### config.mk
export PLATFORM = sky130hd
export DESIGN_NAME = i2c_req_arbiter
export DESIGN_NICKNAME = d
export VERILOG_FILES = /design/src/rtl/i2c_arb_pkg.sv /design/src/rtl/i2c_req_arbiter_rr.sv /design/src/rtl/i2c_req_arbiter.sv
export SDC_FILE = /design/constraint.sdc
export NUM_CORES = 1
export LEC_CHECK = 0
export BUFFER_PORTS_ARGS = -buffer_cell sky130_fd_sc_hd__clkbuf_2
export CAP_MARGIN = 40
export CELL_PAD_IN_SITES_DETAIL_PLACEMENT = 2
export CELL_PAD_IN_SITES_GLOBAL_PLACEMENT = 2
export CORE_ASPECT_RATIO = 0.5
export CORE_MARGIN = 2
export CORE_UTILIZATION = 29
export CTS_CLUSTER_SIZE = 14
export DETAILED_ROUTE_END_ITERATION = 8
export PLACE_DENSITY = 0.84
export SYNTH_ARGS = -nofsm -noshare
export SYNTH_HDL_FRONTEND = slang
export SYNTH_SLANG_ARGS = --single-unit
export TNS_END_PERCENT = 20
### constraint.sdc
create_clock -name clk -period 1.9 [get_ports clk]
set_input_delay 0.19 -clock clk [delete_from_list [all_inputs] [get_ports clk]]
set_output_delay 0.19 -clock clk [all_outputs]
set_load 0.02 [all_outputs]
### src/rtl/i2c_arb_pkg.sv
// Shared definitions for the I2C requester arbiter: FSM encoding, field
// widths and the default watchdog limit.
package i2c_arb_pkg;

  typedef enum logic [1:0] {
    IDLE   = 2'd0,
    LAUNCH = 2'd1,
    WAIT   = 2'd2,
    FINISH = 2'd3
  } arb_state_t;

  localparam int unsigned ADDR_W          = 7;
  localparam int unsigned DATA_W          = 8;
  localparam int unsigned TIMEOUT_DEFAULT = 20000;

endpackage

### src/rtl/i2c_req_arbiter_rr.sv
// Combinational round-robin picker: first set request at or after the
// pointer, wrapping modulo N. Produces a one-hot grant and the winner index.
module rr_arbiter #(
  parameter int unsigned N     = 4,
  parameter int unsigned IDX_W = 2
) (
  input  logic [N-1:0]     i_req,
  input  logic [IDX_W-1:0] i_ptr,
  output logic [N-1:0]     o_gnt,
  output logic [IDX_W-1:0] o_idx,
  output logic             o_any
);

  logic             w_hi_found;
  logic [IDX_W-1:0] w_hi_idx;
  logic [IDX_W-1:0] w_lo_idx;

  // Split search: lowest request at/above the pointer, else lowest overall (wrap).
  always_comb begin
    w_hi_found = 1'b0;
    w_hi_idx   = '0;
    w_lo_idx   = '0;
    o_any      = 1'b0;
    for (int unsigned i = 0; i < N; i++) begin
      if (i_req[i] && !w_hi_found && (IDX_W'(i) >= i_ptr)) begin
        w_hi_found = 1'b1;
        w_hi_idx   = IDX_W'(i);
      end
      if (i_req[i] && !o_any) begin
        o_any    = 1'b1;
        w_lo_idx = IDX_W'(i);
      end
    end
    o_idx = w_hi_found ? w_hi_idx : w_lo_idx;
  end

  // One-hot decode of the chosen index.
  always_comb begin
    o_gnt = '0;
    for (int unsigned i = 0; i < N; i++) begin
      o_gnt[i] = o_any && (IDX_W'(i) == o_idx);
    end
  end

endmodule

### src/rtl/i2c_req_arbiter.sv
// Shares one I2C master among NUM_REQ requesters: round-robin arbitration,
// one captured command per grant, completion/read data returned to the
// winner, and a watchdog that aborts transactions the master never completes.
module i2c_req_arbiter
  import i2c_arb_pkg::*;
#(
  parameter int unsigned NUM_REQ = 4,
  parameter int unsigned IDX_W   = 2,
  parameter int unsigned TIMEOUT = TIMEOUT_DEFAULT
) (
  input  logic                        clk,
  input  logic                        rst_n,
  input  logic [NUM_REQ-1:0]          req,
  input  logic [NUM_REQ-1:0]          req_rw,
  input  logic [ADDR_W*NUM_REQ-1:0]   req_addr,
  input  logic [DATA_W*NUM_REQ-1:0]   req_data,
  output logic [NUM_REQ-1:0]          gnt,
  output logic [NUM_REQ-1:0]          done,
  output logic                        err,
  output logic [DATA_W-1:0]           rd_data,
  output logic                        m_ena,
  output logic                        m_rw,
  output logic [ADDR_W-1:0]           m_address,
  output logic [DATA_W-1:0]           m_data_in,
  input  logic                        m_busy,
  input  logic                        m_valid,
  input  logic [DATA_W-1:0]           m_data_out
);

  localparam int unsigned      TMR_W    = $clog2(TIMEOUT + 1);
  localparam logic [TMR_W-1:0] TMR_LAST = TMR_W'(TIMEOUT - 1);

  arb_state_t         r_state;
  arb_state_t         w_state_nxt;
  logic [IDX_W-1:0]   r_ptr;
  logic [IDX_W-1:0]   r_idx;
  logic [NUM_REQ-1:0] r_gnt;
  logic [NUM_REQ-1:0] r_done;
  logic               r_err;
  logic [DATA_W-1:0]  r_rd_data;
  logic               r_m_ena;
  logic               r_m_rw;
  logic [ADDR_W-1:0]  r_m_addr;
  logic [DATA_W-1:0]  r_m_data;
  logic [TMR_W-1:0]   r_timer;

  logic [NUM_REQ-1:0] w_win_gnt;
  logic [IDX_W-1:0]   w_win_idx;
  logic               w_any;
  logic               w_sel_rw;
  logic [ADDR_W-1:0]  w_sel_addr;
  logic [DATA_W-1:0]  w_sel_data;
  logic               w_take;
  logic               w_tmo;

  rr_arbiter #(
    .N     (NUM_REQ),
    .IDX_W (IDX_W)
  ) u_rr (
    .i_req (req),
    .i_ptr (r_ptr),
    .o_gnt (w_win_gnt),
    .o_idx (w_win_idx),
    .o_any (w_any)
  );

  // Select the candidate winner's command fields for capture.
  always_comb begin
    w_sel_rw   = 1'b0;
    w_sel_addr = '0;
    w_sel_data = '0;
    for (int unsigned i = 0; i < NUM_REQ; i++) begin
      if (w_win_idx == IDX_W'(i)) begin
        w_sel_rw   = req_rw[i];
        w_sel_addr = req_addr[i*ADDR_W +: ADDR_W];
        w_sel_data = req_data[i*DATA_W +: DATA_W];
      end
    end
  end

  // Next-state logic; m_valid has priority over the watchdog in LAUNCH/WAIT.
  always_comb begin
    w_state_nxt = r_state;
    w_take      = 1'b0;
    w_tmo       = 1'b0;
    case (r_state)
      IDLE: begin
        if (w_any) w_state_nxt = LAUNCH;
      end
      LAUNCH: begin
        if (m_valid) begin
          w_take      = 1'b1;
          w_state_nxt = FINISH;
        end else if (r_timer == TMR_LAST) begin
          w_tmo       = 1'b1;
          w_state_nxt = FINISH;
        end else if (m_busy) begin
          w_state_nxt = WAIT;
        end
      end
      WAIT: begin
        if (m_valid) begin
          w_take      = 1'b1;
          w_state_nxt = FINISH;
        end else if (r_timer == TMR_LAST) begin
          w_tmo       = 1'b1;
          w_state_nxt = FINISH;
        end
      end
      FINISH:  w_state_nxt = IDLE;
      default: w_state_nxt = IDLE;
    endcase
  end

  // State register.
  always_ff @(posedge clk or negedge rst_n) begin
    if (!rst_n) r_state <= IDLE;
    else        r_state <= w_state_nxt;
  end

  // Capture, master drive, watchdog timer, completion pulses and pointer.
  // m_ena is registered from "staying in LAUNCH", so it trails gnt by one
  // cycle and falls the cycle after m_busy (or an early m_valid) is seen.
  always_ff @(posedge clk or negedge rst_n) begin
    if (!rst_n) begin
      r_ptr     <= '0;
      r_idx     <= '0;
      r_gnt     <= '0;
      r_done    <= '0;
      r_err     <= 1'b0;
      r_rd_data <= '0;
      r_m_ena   <= 1'b0;
      r_m_rw    <= 1'b0;
      r_m_addr  <= '0;
      r_m_data  <= '0;
      r_timer   <= '0;
    end else begin
      r_done  <= '0;
      r_err   <= 1'b0;
      r_m_ena <= (r_state == LAUNCH) && (w_state_nxt == LAUNCH);
      case (r_state)
        IDLE: begin
          if (w_any) begin
            r_idx    <= w_win_idx;
            r_gnt    <= w_win_gnt;
            r_m_rw   <= w_sel_rw;
            r_m_addr <= w_sel_addr;
            r_m_data <= w_sel_data;
          end
        end
        LAUNCH, WAIT: begin
          r_timer <= r_timer + 1'b1;
          if (w_take || w_tmo) begin
            r_done <= r_gnt;
            r_err  <= w_tmo;
          end
          if (w_take && r_m_rw) r_rd_data <= m_data_out;
        end
        FINISH: begin
          r_gnt   <= '0;
          r_timer <= '0;
          r_ptr   <= (r_idx == IDX_W'(NUM_REQ - 1)) ? '0 : r_idx + 1'b1;
        end
        default: ;
      endcase
    end
  end

  assign gnt       = r_gnt;
  assign done      = r_done;
  assign err       = r_err;
  assign rd_data   = r_rd_data;
  assign m_ena     = r_m_ena;
  assign m_rw      = r_m_rw;
  assign m_address = r_m_addr;
  assign m_data_in = r_m_data;

endmodule

==> results.cfg, run 1 <==
[clocking]
clk_pin_slew_ns = 0.07
cts_sinks = 55
numCtsBuffers = 5
cts_root_buf = clkbuf_16
htreeDepth = 2
clockBufferDepth = 2
clk_latency_ns = 0.30
cts_tree = yes

[logic_synthesis]
synth_seq_cells = 55
yosysSeqAreaShare_pct = 45.3
syn_area_um2 = 3040
syn-num-nets = 406
netlist.area_leader.share_pct = 45.3
ys_types = 42
synth_area_leaders = dfrtp_1, nand3_1, mux2_2
synthArstFlopShare_pct = 100
ys_warn_count = 0
avgSynthCellArea_um2 = 9.52
synth-edff-count = 0
yosys_most_used_dff = dfrtp_1
synth_largest_area_cell = dfrtp_1
synthCells = 319

[floorplan]
start_util_pct = 29.8
die_w_um = 149
core_area_um2 = 10200
rows = 26
die_h_um = 76.3
die_area_um2 = 11400
io_pins = 114

[sta]
rsz0062_at_grt = yes
clock_skew_ns = 0.00452
finalWorstSetupSlack_ns = 0.0200
fmaxAchievable_mhz = 532
final_hold_viol_count = 0
tightest_slew_ns = 0.621
timing.final.crit_share_pct = 98.9
fin_crit_ns = 1.88
maxSlewViolCount = 0
relSlewSlack_pct = 58.6
setup_viol = 0
tns_ns = 0

[hold_path]
hp-class = in -> reg

[routing]
post_drt_via_cell_ratio = 5.29
wirelength_mm = 12.1
ant_nets = 0
drt-initial-drc-count = 122
via_count = 3113
drc = 0
drt-pass1-iter-count = 4
wl_per_cell_um = 20.5

[setup_path]
worstSetupPathType = reg -> reg
cp-startpoint = r_state[1]
cp_top_family = simple AND/OR/NAND/NOR gates
crit_slowest_cell = dfrtp_1
crit_path_end_kind = flop
crit_chain = inv_1 -> ha_1 -> nand4b_1 -> buf_4 -> buf_4 -> or3_1 -> a21oi_1
crit_arrival_ns = 2.11
endpoint = r_timer[7]
cpPeakStageDelay_ns = 0.40
r2r_cells = 7
cp.buffers_inverters = 3
start_kind = flop
worst-path-stages = 7
timing.rr.end = r_timer[7]
r2r-start = r_state[1]
rrSetupSlack_ns = 0.02
critPathMaxFanout = 5
required_ns = 2.13
cpMostUsedCell = buf_4

[place]
dp_hpwl_mm = 8.73
globalplace.congestion = 0.755
place_ws_ns = 0.0255
numPortBuffers = 113

[global_route]
grt_util_met3_pct = 2.93
grt_max_degree = 35
grt_usage_pct = 21.2
grt_remaining_overflow = 0
grt.busiest_layer = met2
antenna_found_initial = 0
grt_pass1_wl_mm = 18.9
grt_use_met1_pct = 26.3
grt_pass1_vias = 3458
met2_usage_pct = 39.3

[power_and_ir_drop]
power_leakage_nw = 1.94
p_comb_share_pct = 53.4
power.density_nw_per_um2 = 1530
intPower_mw = 3.44
pwr-share-clk_pct = 15.2
switchingPower_mw = 2.88
vdd_drop_max_v = 0.000429
swShare_pct = 45.6
seqPwrFrac_pct = 31.4

[cells_and_area]
drive_above_1_share_pct = 39.0
synthToLayoutAreaGrowth_pct = 36.5
seq_area_um2 = 1380
nets = 536
num_antenna_cells = 0
multi_input_area_um2 = 1610
nFillCells = 1140

[run_status]
status = finished, final reports clean

[job]
max_cap_viol_count = 0
-- cell type report --
cell class	instances	share of cell area, %
clock inverter	1	0.121
tap	140	4.23
clock buffer	6	3.35
inverter	6	0.544
multi-input combinational	239	38.9
sequential	55	33.3
timing repair buffer	142	19.6
-- layout by cell type, fill, tap and decap left out, types with 3 or more instances in the layout --
master,synthesis,final
nand2_1,15,15
nand4_1,3,3
dfrtp_1,55,54
ha_1,7,7
xnor2_1,5,5
a21oi_1,7,5
nor2_1,32,32
xor2_1,4,4
nor2b_1,5,5
a21o_1,17,16
nand2b_1,4,3
inv_1,6,6
nor3_1,5,3
o2bb2ai_1,15,15
clkbuf_16,0,5
nand3_1,33,33
mux2_2,12,12
clkbuf_2,0,113
or3_1,3,3
o21ai_0,24,24
and2_1,6,6
buf_4,0,26
a31oi_1,15,15
-- cell usage after synthesis (all sizes together), types with 3 or more instances --
library cell	instances
dfrtp	55
nand3	33
nor2	32
o21ai	24
a21o	17
nand2	16
a31oi	15
o2bb2ai	15
mux2	12
buf	11
a21oi	8
clkbuf	8
ha	7
and2	6
inv	6
nor3	6
nor2b	5
xnor2	5
nand2b	4
xor2	4
a211oi	3
nand4	3
nor4	3
or3	3
-- flip-flops by register name (all words and copies together), names as in the netlist --
| name | cells |
|---|---|
| r_state | 2 |
| done | 4 |
| r_ptr | 2 |
| m_ena | 1 |
| m_address | 7 |
| m_rw | 1 |
| m_data_in | 8 |
| gnt | 4 |
| rd_data | 8 |
| err | 1 |
| r_timer | 15 |
| r_idx | 2 |
-- per-stage QoR --
stage                     std cells  total power, mW  area (um^2)  util, %  hold WS [ns]
after CTS                       586             6.28         4070     39.9        0.0931
after floorplan                 319             3.90         3040        -        -0.106
after global routing            589             6.74         4140     40.7         0.121
after global placement          578             5.05         3910     38.4         0.222
final                           589             6.32         4140     40.7         0.120
after detailed placement        578             5.27         3910     38.4         0.227
-- worst min path at each step --
stage	startpoint	to	slack, ns	depth (start not counted)
after global placement	rst_n	r_timer[11]	0.22	1
after detailed placement	rst_n	r_timer[11]	0.23	1
after global routing	m_valid	err	0.12	2
after CTS	m_valid	err	0.09	2
after floorplan	rst_n	done[0]	-0.11	0
final	m_valid	err	0.12	2
-- per-layer routing --
layer	wire length, um	vias to the layer above
met3	272	16
met5	0	-
met4	179	0
met1	5150	1615
li1	-	1420
met2	6470	62
-- power by group through the flow --
stage | registers [mW] | clock network (mW) | logic [mW]
after global placement | 1.93 | 0 | 3.12
after detailed placement | 1.98 | 0 | 3.29
after global routing | 2.04 | 1.02 | 3.68
final | 1.99 | 0.961 | 3.37
after CTS | 1.97 | 0.963 | 3.34
after floorplan | 2.27 | 0 | 1.63
-- kinds of logic (layout without fill, tap and decap cells) --
kind of cell | Yosys count | after routing | synth area share (%)
buffers and inverters | 25 | 155 | 3.50
AOI/OAI and AO/OA | 92 | 92 | 21.4
xor gates and xnor gates | 9 | 9 | 2.60
DFF | 55 | 55 | 45.3
and+or+nand+nor | 119 | 119 | 19.9
muxes | 12 | 12 | 4.45
adders and majority gates | 7 | 7 | 2.89
-- repair_timing --
action                                 in CTS  in global routing
setup endpoints to repair                   0                 24
hold buffers                                1                  0
endpoints found under the hold margin      21                  0
resized for setup                           0                 12
buffers inserted                            0                  3
No activity file was read; power rests on OpenSTA's default activity.
==> run 2: changes to the inputs <==
- SETUP_SLACK_MARGIN: unset -> 0.3
==> results.cfg, run 2 (same netlist as run 1, synthesis figures left out) <==
[run_status]
status = finished with violations
violations = negative setup slack

[floorplan]
die_w_um = 149
die_h_um = 76.3
start_util_pct = 29.8
die_area_um2 = 11400
rows = 26
io_pins = 114
core_area_um2 = 10200

[clocking]
cts_tree = yes
clk_pin_slew_ns = 0.08
cts_root_buf = clkbuf_16
clockBufferDepth = 2
numCtsBuffers = 5
htreeDepth = 2
clk_latency_ns = 0.32
cts_sinks = 55

[setup_path]
cp_top_family = adder cells
rrSetupSlack_ns = -0.04
r2r-start = r_state[0]
crit_path_end_kind = flop
cpPeakStageDelay_ns = 0.51
timing.rr.end = r_timer[2]
worstSetupPathType = reg -> reg
r2r_cells = 6
start_kind = flop
crit_arrival_ns = 2.11
cp.buffers_inverters = 2
critPathMaxFanout = 10
cp-startpoint = r_state[0]
worst-path-stages = 6
crit_chain = buf_4 -> buf_4 -> ha_1 -> nor2_1 -> o21ai_0 -> o21ai_0
required_ns = 2.06
crit_slowest_cell = ha_1

[sta]
whs_ns = 0.132
clock_skew_ns = 0.0131
final_hold_viol_count = 0
tightest_slew_ns = 0.683
relSlewSlack_pct = 54.5
maxSlewViolCount = 0
setup_viol = 1
fmaxAchievable_mhz = 515
fin_crit_ns = 1.94
rsz0062_at_grt = yes
tns_ns = -0.0421
timing.final.crit_share_pct = 102
finalWorstSetupSlack_ns = -0.0421

[cells_and_area]
nets = 565
layout_common_cells = clkbuf_2, dfrtp_1, buf_4
num_antenna_cells = 0
utilization_pct = 46.2
drive_above_1_share_pct = 50.7
largest-register = r_timer
synthToLayoutAreaGrowth_pct = 55.1
largest_register_ffs = 15
layout_commonest_cell = clkbuf_2
nFillCells = 1062

[power_and_ir_drop]
p_comb_share_pct = 61.1
switchingPower_mw = 3.78
power_leakage_nw = 2.15
intPower_mw = 3.99
swShare_pct = 48.6
seqPwrFrac_pct = 26.4
power.density_nw_per_um2 = 1650
vdd_drop_max_v = 0.000539
pwr-share-clk_pct = 12.5

[routing]
drc = 0
wl_per_cell_um = 29.1
via_count = 3500
drt-initial-drc-count = 203
wirelength_mm = 18.0
post_drt_via_cell_ratio = 5.67
drt-pass1-iter-count = 4
ant_nets = 0

[job]
max_cap_viol_count = 0

[place]
globalplace.congestion = 0.796
dp_hpwl_mm = 8.78
numPortBuffers = 113
place_ws_ns = 0.0530

[hold_path]
min_to = m_address[2]
min_path_cells = 3
hp-class = in -> reg
hp-start = req_addr[9]

[global_route]
grt_max_degree = 22
antenna_found_initial = 0
grt_pass1_wl_mm = 24.4
grt_remaining_overflow = 0
grt_usage_pct = 28.5
grt_pass1_vias = 3817
run 2: timing repair:
item,CTS,global route
cloned,4,0
hold endpoints to repair,19,0
hold buffers,1,0
setup buffers,14,12
pin swaps,16,24
gates resized for setup,46,48
setup endpoints to repair,46,45
run 2: worst max-delay path by stage:
stage | slack, ns | end
after floorplan | 0.28 | m_data_in[7]
final | -0.04 | r_timer[2]
after detailed placement | 0.05 | r_timer[13]
after global placement | -0.06 | m_rw
after CTS | 0.19 | r_timer[13]
after global routing | -0.08 | r_timer[2]
run 2: power by group through the flow:
stage	clock network (mW)	registers, mW	logic [mW]
finish	0.968	2.05	4.74
global route	1.00	2.08	4.96
CTS	0.935	1.94	3.96
detailed placement	0	1.95	3.33
global placement	0	1.91	3.13
floorplan	0	2.27	1.65
run 2: routing by layer:
layer	GRT usage (%)	part of all wire, %	up-vias
met5	0	0	-
met4	8.76	3.8	0
met3	4.73	4.3	63
met2	52.1	53	134
met1	34.4	39	1824
li1	-	-	1479
run 2: layout make-up:
type | count | area, um^2 | area share, %
timing repair buffer | 171 | 1130 | 24.0
clock inverter | 1 | 7.51 | 0.159
inverter | 6 | 22.5 | 0.478
sequential | 55 | 1380 | 29.3
tap | 140 | 175 | 3.72
multi-input combinational | 239 | 1870 | 39.7
clock buffer | 5 | 125 | 2.66
run 2: tightest hold or removal path, delay by kind of cell:
family	cells	cell delay, ns
AOI/OAI and AO/OA	1	0.08
and+or+nand+nor	1	0.06
buffers and inverters	1	0.08
run 2: per-stage QoR:
step / std cells / power [mW] / cell area [um^2]
after floorplan: 319 / 3.91 / 3050
after global placement: 579 / 5.05 / 3930
after detailed placement: 580 / 5.27 / 3940
after CTS: 605 / 6.83 / 4440
after global routing: 617 / 8.05 / 4710
final: 617 / 7.76 / 4710
==> run 3: changes to the inputs <==
- ABC_AREA: unset -> 1
- CORE_UTILIZATION: 29 -> 27
- PLACE_DENSITY: 0.84 -> 0.83
==> results.cfg, run 3 <==
[clocking]
cts_root_buf = clkbuf_16
cts_tree = yes
htreeDepth = 2
clk_pin_slew_ns = 0.08
clockBufferDepth = 2
cts_sinks = 55
numCtsBuffers = 5
clk_latency_ns = 0.31

[logic_synthesis]
yosys-top-cells-count = nand2_1, dfrtp_1, inv_1
syn_area_um2 = 3010
synth_top_family_by_area = simple AND/OR/NAND/NOR gates
ys_types = 34
synth_seq_cells = 55
netlist.area_leader.share_pct = 45.7
ys_warn_count = 0
synth-compound-area-share_pct = 7.97
yosysSeqAreaShare_pct = 45.7
muxShareOfSynthArea_pct = 2.99
synth-edff-count = 0
synthArstFlopShare_pct = 100
avgSynthCellArea_um2 = 7.83
synth_area_leaders = dfrtp_1, nand2_1, nand3_1
synth_largest_area_cell = dfrtp_1
synthAdderAreaFrac_pct = 2.91
yosys_most_used_dff = dfrtp_1
synthCells = 385
yosysMostFrequentCell = nand2_1
syn-num-nets = 472
synthXorXnorAreaFrac_pct = 0.291
synthSimpleGateAreaFrac_pct = 33.2

[global_route]
grt_max_degree = 56
grt_remaining_overflow = 0
grt_pass1_wl_mm = 19.5
grt_pass1_vias = 3728
antenna_found_initial = 0
grt_usage_pct = 20.6

[cells_and_area]
seq_area_um2 = 1380
drive_above_1_share_pct = 39.6
synthToLayoutAreaGrowth_pct = 44.4
nets = 616
largest-register = r_timer
utilization_pct = 39.7
num_antenna_cells = 0
nFillCells = 1303
multi_input_area_um2 = 1620
layout_common_cells = clkbuf_2, nand2_1, dfrtp_1
largest_register_ffs = 15
layout_commonest_cell = clkbuf_2
final_cells = 675

[setup_path]
required_ns = 2.09
timing.rr.end = gnt[0]
crit_arrival_ns = 1.96
crit_path_end_kind = flop
crit_chain = inv_1 -> ha_2 -> nand2_2 -> clkinvlp_4 -> nand2_1 -> o32ai_2
cp.buffers_inverters = 2
rrSetupSlack_ns = 0.12
endpoint = gnt[0]
crit_slowest_cell = dfrtp_1
cp-startpoint = r_state[0]
start_kind = flop
critPathMaxFanout = 5
worstSetupPathType = reg -> reg
r2r-start = r_state[0]
r2r_cells = 6
cp_top_family = flip-flops
worst-path-stages = 6
cpPeakStageDelay_ns = 0.39

[job]
max_cap_viol_count = 0

[floorplan]
die_area_um2 = 12100
rows = 27
core_area_um2 = 10900
die_w_um = 153
die_h_um = 78.7
start_util_pct = 27.5
io_pins = 114

[routing]
dr_wl_met3_um = 588
wl_per_cell_um = 19.9
post_drt_via_cell_ratio = 4.91
wl_met1_mm = 5.61
met2_length_mm = 6.90
drc = 0
wirelength_mm = 13.4
drt-pass1-iter-count = 4
ant_nets = 0
via_count = 3311
topRoutingLayerUsed = met4
drt-initial-drc-count = 111

[sta]
whs_ns = 0.115
clock_skew_ns = 0.00943
tns_ns = 0
tightest_slew_ns = 0.361
rsz0062_at_grt = yes
relSlewSlack_pct = 75.7
fmaxAchievable_mhz = 563
maxSlewViolCount = 0
final_hold_viol_count = 0
setup_viol = 0
fin_crit_ns = 1.78
timing.final.crit_share_pct = 93.5

[power_and_ir_drop]
pwr-share-clk_pct = 14.4
swShare_pct = 47.5
power.density_nw_per_um2 = 1530
p_comb_share_pct = 56.4
intPower_mw = 3.49
power_leakage_nw = 2.20
seqPwrFrac_pct = 29.3
vdd_drop_max_v = 0.000439
switchingPower_mw = 3.16

[place]
numPortBuffers = 113
globalplace.congestion = 0.797
dp_hpwl_mm = 8.30
place_inst = 648

[hold_path]
hp-start = m_data_out[3]
hp-class = in -> reg

[run_status]
status = finished, final reports clean
-- run 3: changes by cell type in the layout (fill, tap and decap cells not counted), moves of 5 or more --
cell	before	now
o2bb2ai_1	15	0
buf_4	35	24
a21oi_1	4	12
inv_1	4	33
nand2_2	2	8
buf_6	16	4
xnor2_1	5	0
a31oi_2	5	0
nor3_1	2	7
nand4_1	3	17
a21o_1	16	0
nand2_1	12	110
o21ai_0	17	10
a31oi_1	10	1
-- run 3: power groups by stage --
stage | sequential, mW | combinational [mW] | clock, mW
floorplan | 2.22 | 1.54 | 0
global placement | 1.89 | 2.81 | 0
detailed placement | 1.91 | 2.92 | 0
CTS | 1.89 | 3.24 | 0.969
global route | 1.99 | 4.11 | 1.02
finish | 1.95 | 3.75 | 0.955
-- run 3: worst min path at each step --
stage / end / slack [ns] / depth (start not counted)
after floorplan: done[0] / -0.11 / 0
after global placement: rd_data[6] / 0.22 / 2
after detailed placement: rd_data[6] / 0.23 / 2
after CTS: rd_data[3] / 0.11 / 2
after global routing: rd_data[6] / 0.12 / 2
final: rd_data[3] / 0.11 / 2
-- run 3: timing repair --
item	in CTS	in global routing
buffers inserted	15	3
setup endpoints to repair	37	43
hold buffers	1	0
endpoints found under the hold margin	55	0
pin swaps	5	19
resized for setup	13	50
-- run 3: metrics by stage --
stage	power [mW]	cell area [um^2]	worst slack, ns
final	6.65	4350	0.123
after floorplan	3.76	3010	0.341
after detailed placement	4.83	3810	0.0932
after CTS	6.10	4150	0.267
after global placement	4.70	3810	0.200
after global routing	7.12	4350	0.0321
-- run 3: area by class of cell --
cell class,instances,area share [%]
clock buffers,6,2.96
clock inverters,2,0.288
inverters,41,3.83
multi-input cells,281,37.3
flip-flops and latches,55,31.6
well taps,145,4.17
repair buffers,145,19.8
-- run 3: cells by family after synthesis --
group / Yosys count
compound gates: 41
xor+xnor: 1
fa+ha+maj: 7
buf+inv: 49
flops: 55
mux: 8
simple gates: 224
-- run 3: per-layer routing --
metal | GRT usage [%] | vias to the layer above
li1 | - | 1545
met1 | 24.6 | 1661
met2 | 38.2 | 81
met3 | 4.42 | 24
met4 | 5.41 | 0
met5 | 0 | -
